### config.mk
export PLATFORM = sky130hd
export DESIGN_NAME = color_decoder_flat
export DESIGN_NICKNAME = d
export VERILOG_FILES = /design/src/rtl/color_decoder_if.sv /design/src/rtl/color_decoder.sv /design/src/flat_wrapper.sv
export SDC_FILE = /design/constraint.sdc
export NUM_CORES = 1
export LEC_CHECK = 0
export BUFFER_PORTS_ARGS = -buffer_cell sky130_fd_sc_hd__buf_2
export CAP_MARGIN = 10
export CORE_AREA = 2 2 39 41
export CTS_CLUSTER_SIZE = 16
export DETAILED_ROUTE_END_ITERATION = 8
export DIE_AREA = 0 0 41 43
export PLACE_DENSITY_LB_ADDON = 0.3
export SYNTH_ARGS = -nofsm -noshare
export SYNTH_HDL_FRONTEND = slang
export SYNTH_SLANG_ARGS = --single-unit
### constraint.sdc
create_clock -name MasterCLK -period 1.7 [get_ports MasterCLK]
set_input_delay 0.34 -clock MasterCLK [delete_from_list [all_inputs] [get_ports MasterCLK]]
set_output_delay 0.34 -clock MasterCLK [all_outputs]
set_load 0.005 [all_outputs]
### src/rtl/color_decoder_if.sv
// Pixel stream and palette-write bundle for color_decoder.
// The master drives pixels and palette writes; the slave returns decoded RGB565 pixels.
interface color_decoder_if;
  logic [3:0]  Input;
  logic        InputValid;
  logic        Blank;
  logic        PalWrEn;
  logic [3:0]  PalWrAddr;
  logic [15:0] PalWrData;
  logic [15:0] Output;
  logic        OutputValid;

  modport master (
    output Input, InputValid, Blank, PalWrEn, PalWrAddr, PalWrData,
    input  Output, OutputValid
  );

  modport slave (
    input  Input, InputValid, Blank, PalWrEn, PalWrAddr, PalWrData,
    output Output, OutputValid
  );
endinterface

### src/rtl/color_decoder.sv
// 4-bit colour index to RGB565 decoder with one-cycle latency and a 16-entry palette.
// Define COLOR_DECODER_PALETTE_WR_EN for a writable palette; otherwise the palette is a fixed ROM.
module color_decoder #(
  parameter logic [15:0] BLANK_COLOR = 16'h0000
) (
  input logic            MasterCLK,
  input logic            Reset,
  color_decoder_if.slave bus
);

  function automatic logic [15:0] defaultEntry(input logic [3:0] idx);
    logic [15:0] val;
    case (idx)
      4'd0:    val = 16'h0000;
      4'd1:    val = 16'h0015;
      4'd2:    val = 16'h0540;
      4'd3:    val = 16'h0555;
      4'd4:    val = 16'hA800;
      4'd5:    val = 16'hA815;
      4'd6:    val = 16'hAAA0;
      4'd7:    val = 16'hAD55;
      4'd8:    val = 16'h52AA;
      4'd9:    val = 16'h52BF;
      4'd10:   val = 16'h57EA;
      4'd11:   val = 16'h57FF;
      4'd12:   val = 16'hFAAA;
      4'd13:   val = 16'hFABF;
      4'd14:   val = 16'hFFEA;
      default: val = 16'hFFFF;
    endcase
    return val;
  endfunction

  logic [15:0] rdData;

`ifdef COLOR_DECODER_PALETTE_WR_EN
  logic [15:0] palette [16];

  always_ff @(posedge MasterCLK or posedge Reset) begin
    if (Reset) begin
      for (int unsigned i = 0; i < 16; i++) begin
        palette[i] <= defaultEntry(4'(i));
      end
    end else if (bus.PalWrEn) begin
      palette[bus.PalWrAddr] <= bus.PalWrData;
    end
  end

  // A write landing on the index being decoded is forwarded so the pixel sees the new colour.
  always_comb begin
    rdData = palette[bus.Input];
    if (bus.PalWrEn && (bus.PalWrAddr == bus.Input)) begin
      rdData = bus.PalWrData;
    end
  end
`else
  logic unusedWrPort;
  assign unusedWrPort = ^{bus.PalWrEn, bus.PalWrAddr, bus.PalWrData};

  always_comb begin
    rdData = defaultEntry(bus.Input);
  end
`endif

  always_ff @(posedge MasterCLK or posedge Reset) begin
    if (Reset) begin
      bus.Output      <= '0;
      bus.OutputValid <= 1'b0;
    end else begin
      bus.OutputValid <= bus.InputValid;
      if (bus.InputValid) begin
        bus.Output <= bus.Blank ? BLANK_COLOR : rdData;
      end
    end
  end

endmodule

### src/flat_wrapper.sv
// flat-port wrapper written by rule: the top's interface ports become plain ports
module color_decoder_flat 
#(
  parameter logic [15:0] BLANK_COLOR = 16'h0000
)
  (MasterCLK, Reset, bus_Input, bus_InputValid, bus_Blank, bus_PalWrEn, bus_PalWrAddr, bus_PalWrData, bus_Output, bus_OutputValid);
  color_decoder_if bus_i ();
  input logic MasterCLK;
  input logic Reset;
  input wire logic [$bits(bus_i.Input)-1:0] bus_Input;
  input wire logic [$bits(bus_i.InputValid)-1:0] bus_InputValid;
  input wire logic [$bits(bus_i.Blank)-1:0] bus_Blank;
  input wire logic [$bits(bus_i.PalWrEn)-1:0] bus_PalWrEn;
  input wire logic [$bits(bus_i.PalWrAddr)-1:0] bus_PalWrAddr;
  input wire logic [$bits(bus_i.PalWrData)-1:0] bus_PalWrData;
  output wire logic [$bits(bus_i.Output)-1:0] bus_Output;
  output wire logic [$bits(bus_i.OutputValid)-1:0] bus_OutputValid;
  assign bus_i.Input = bus_Input;
  assign bus_i.InputValid = bus_InputValid;
  assign bus_i.Blank = bus_Blank;
  assign bus_i.PalWrEn = bus_PalWrEn;
  assign bus_i.PalWrAddr = bus_PalWrAddr;
  assign bus_i.PalWrData = bus_PalWrData;
  assign bus_Output = bus_i.Output;
  assign bus_OutputValid = bus_i.OutputValid;
  color_decoder #(.BLANK_COLOR(BLANK_COLOR)) u_core (.MasterCLK(MasterCLK), .Reset(Reset), .bus(bus_i));
endmodule
# Word-level counts from Yosys, hierarchy flattened
# Memory sizes are Yosys's and may differ from the RTL's.
# Index checks and enable logic that the tools add are counted.
# W data, S select, Z words.
[word_totals]
ff_bits = 17
mem_bits_ro = 256
input_bits = 29
out_inout_bits = 17
wordCells = 4
mem_count = 1
[classes]
mux = 1
[memory_table]
columns = ["memory", "depth", "word_bits", "rd", "rd_ports_with_merged_regs", "write_ports", "line_no", "rtl"]
rows = [
  ["(name not given)", 16, 16, 1, 0, 0, "color_decoder.sv:13", "case (idx)"],
]
[ops]
columns = ["op", "n"]
rows = [
  ["$mux W16", 1],
]

# Logic depth before layout (Yosys ltp)
# An unclocked memory read counts as a cell.
[logic_depth]
word_depth = 2
depth_mapped = 2
mapped_depth_nobuf = 2

# Worst setup path after synthesis
# No wires, ideal clock.
[synth_timing]
path_type = "in2reg"
startpoint = "input port bus_Input[3]"
endpoint = "register u_core.bus.Output[10]"
arrival_ns = 0.941
t_required_ns = 1.578
slack_ns = 0.637
stages = 2
path_buffers = 0
cell_sequence = "or3b_1 a32o_1"
[synth_via]
elab_chain_cells = 2
[synth_rtl]
columns = ["element", "line_no", "rtl"]
rows = [
  ["start: declaration", "flat_wrapper.sv:10", "input wire logic [$bits(bus_i.Input)-1:0] bus_Input;"],
  ["$mem_v2 Z16 W16", "n/a", ""],
  ["$mux W16", "color_decoder.sv:72", "bus.Output <= bus.Blank ? BLANK_COLOR : rdData;"],
  ["end signal: assignment", "color_decoder.sv:72", ""],
  ["end: declaration", "color_decoder_if.sv:20", "output Output, OutputValid"],
]
# No other way between the ends.
# A chain may end at the register's enable or synchronous reset.

==> reports/results.tsv <==
metric	value	unit
syn_inst	30	
cts_resized	0	
worst_path_largest_cell_delay	400	ps
rsz0062_at_grt	no	
grt_max_degree	8	
fin_util	29.2	%
finalSetupViolCount	0	
post_synth_instance_area	324	sq um
crit_arrival	780	ps
synth_most_common_cell	buf_4	
max_slew.worst_pin.slew	225	ps
ys_ff_latch	6	
fin_skew	0	ps
overflow	0	
fin_crit	1120	ps
synth_nets	59	
hpwl	494	um
status	finished, final reports clean	
slew_headroom	85.0	%
drc	0	
cts_hold_buf	0	
die-width	41	um
track_usage	7.40	%
synth_flop_cell	dfrtp_1	
wl	599	um
cts_root_buf	clkbuf_4	
slew_violations	0	
initial_core_util	23.4	%
fin_total_pwr	357	uW
hold_viol	0	
postSynth.asyncResetShare	100	%
synth_top_area_share	46.3	%
power.density	883	mW/mm^2
antenna_cells	0	
area_growth	24.7	%
worstPathCellList	buf_2	
post_synth.cell_area_avg	10.8	sq um
critical_path.top_delay_family	flip-flops	
crit_type	reg -> out	
startpoint	u_core.bus.Output[13]	
viasPerCell	3.82	
pin_count	46	
gp_congestion	0.650	
cts_made_buffers	3	
via_count	237	
crit_buf_inv	1	
synth_cell_type_count	13	
post_cts_buffers	0	
path_max_fanout	4	
fp.coreArea	0.00138	sq mm
yosysTopAreaCell	dfrtp_1	
grt_pass1_vias	193	
end_kind	output port	
vdd_drop_max	0.326	mV
hp-class	in -> async	
worstReg2RegStart	u_core.bus.Output[4]	
drt_iter0_drc	1	
dr.pass1.iters	2	
fin_nets	77	
clk_latency	240	ps
yosys_warnings	0	
setup_tns	0	ps
synth_edf_count	0	
fillerInstances	158	
clkSinkCount	6	
cp-start-kind	flip-flop	
fp.dieH	43	um
dieArea	0.00176	sq mm
antenna_found_initial	0	
clk_pin_slew_worst_paths	40	ps
slowest_stage	dfrtp_1	
ant_nets	0	
finish.instance_area	404	sq um
drive_above_1_share	60.9	%
grt_pass1_wl	821	um
ys_seq_area_share	46.3	%
cp.required	1360	ps
fin_crit_sh	65.9	%
synthTopCellsByCount	buf_4 (11), dfrtp_1 (6), a22o_1 (2), inv_1 (2)	
ys_top_cells_by_area	dfrtp_1 (46%), buf_4 (25%), a22o_1 (5.4%)	
cap_violations	0	
power_leakage	0.000236	uW
max_freq	893	MHz
post_drt_wl_per_cell	9.66	um
clockBufferDepth	2	
cts.htree.levels	1	
row_count	14	
post_dp_cell_area	382	sq um
cts_tree	done	
portBuffers	24	
cells in the final DEF, fill, tap and decap left out, drive strengths merged:
cell type  Yosys  final
clkbuf         0      3
and2b          1      1
or3b           1      1
a22o           2      2
dfrtp          6      6
a32o           1      1
nor2           1      1
o2bb2ai        1      1
a221oi         1      1
inv            2      2
nand2          1      1
nand3b         1      1
nor2b          1      1
buf           11     24
power by group:
part	total [uW]	switching, uW	internal (uW)
Sequential	164	9.50	154
Combinational	65.5	28.9	36.6
Clock	127	47.6	79.6
sequential cells by signal, indices dropped and copies added (netlist names):
name and flops:
u_core.bus.Output 5, u_core.bus.OutputValid 1
cell families after synthesis:
family | synth area share [%]
buffers and inverters | 27.8
DFF | 46.3
AOI/OAI and AO/OA | 13.9
and+or+nand+nor | 12.0
through the flow:
step                      hold slack [ps]  instances  setup WS (ps)
final                                2.95         62            580
after global routing                 19.7         62            526
after CTS                            8.25         62            563
after detailed placement              265         59            500
after global placement                261         59            512
after floorplan                       131         30            637
path summary, 6_finish.rpt:
| path | end | slack [ps] | cells after the start |
|---|---|---|---|
| min in group MasterCLK | u_core.bus.OutputValid | 280 | 1 |
| setup / recovery | bus_Output[11] | 580 | 1 |
| hold reg to reg | u_core.bus.Output[10] | 540 | 1 |
| hold / removal | u_core.bus.OutputValid | 3 | 2 |
| max in group asynchronous | u_core.bus.Output[10] | 1510 | 2 |
| setup reg to reg | u_core.bus.Output[4] | 960 | 1 |
area by class of cell:
cell class                 count  area, sq um  area share [%]
clock buffer                   3         22.5            5.57
multi-input combinational     11         83.8            20.7
sequential                     6          150            37.2
tap                           16         20.0            4.95
inverter                       2         7.51            1.86
timing repair buffer          24          120            29.7
metal layers:
layer	routed length [um]	GRT usage, %
met3	64	1.57
met2	258	8.44
met5	0	0
met4	0	8.00
met1	275	10.3
(Power assumes the default switching activity.)
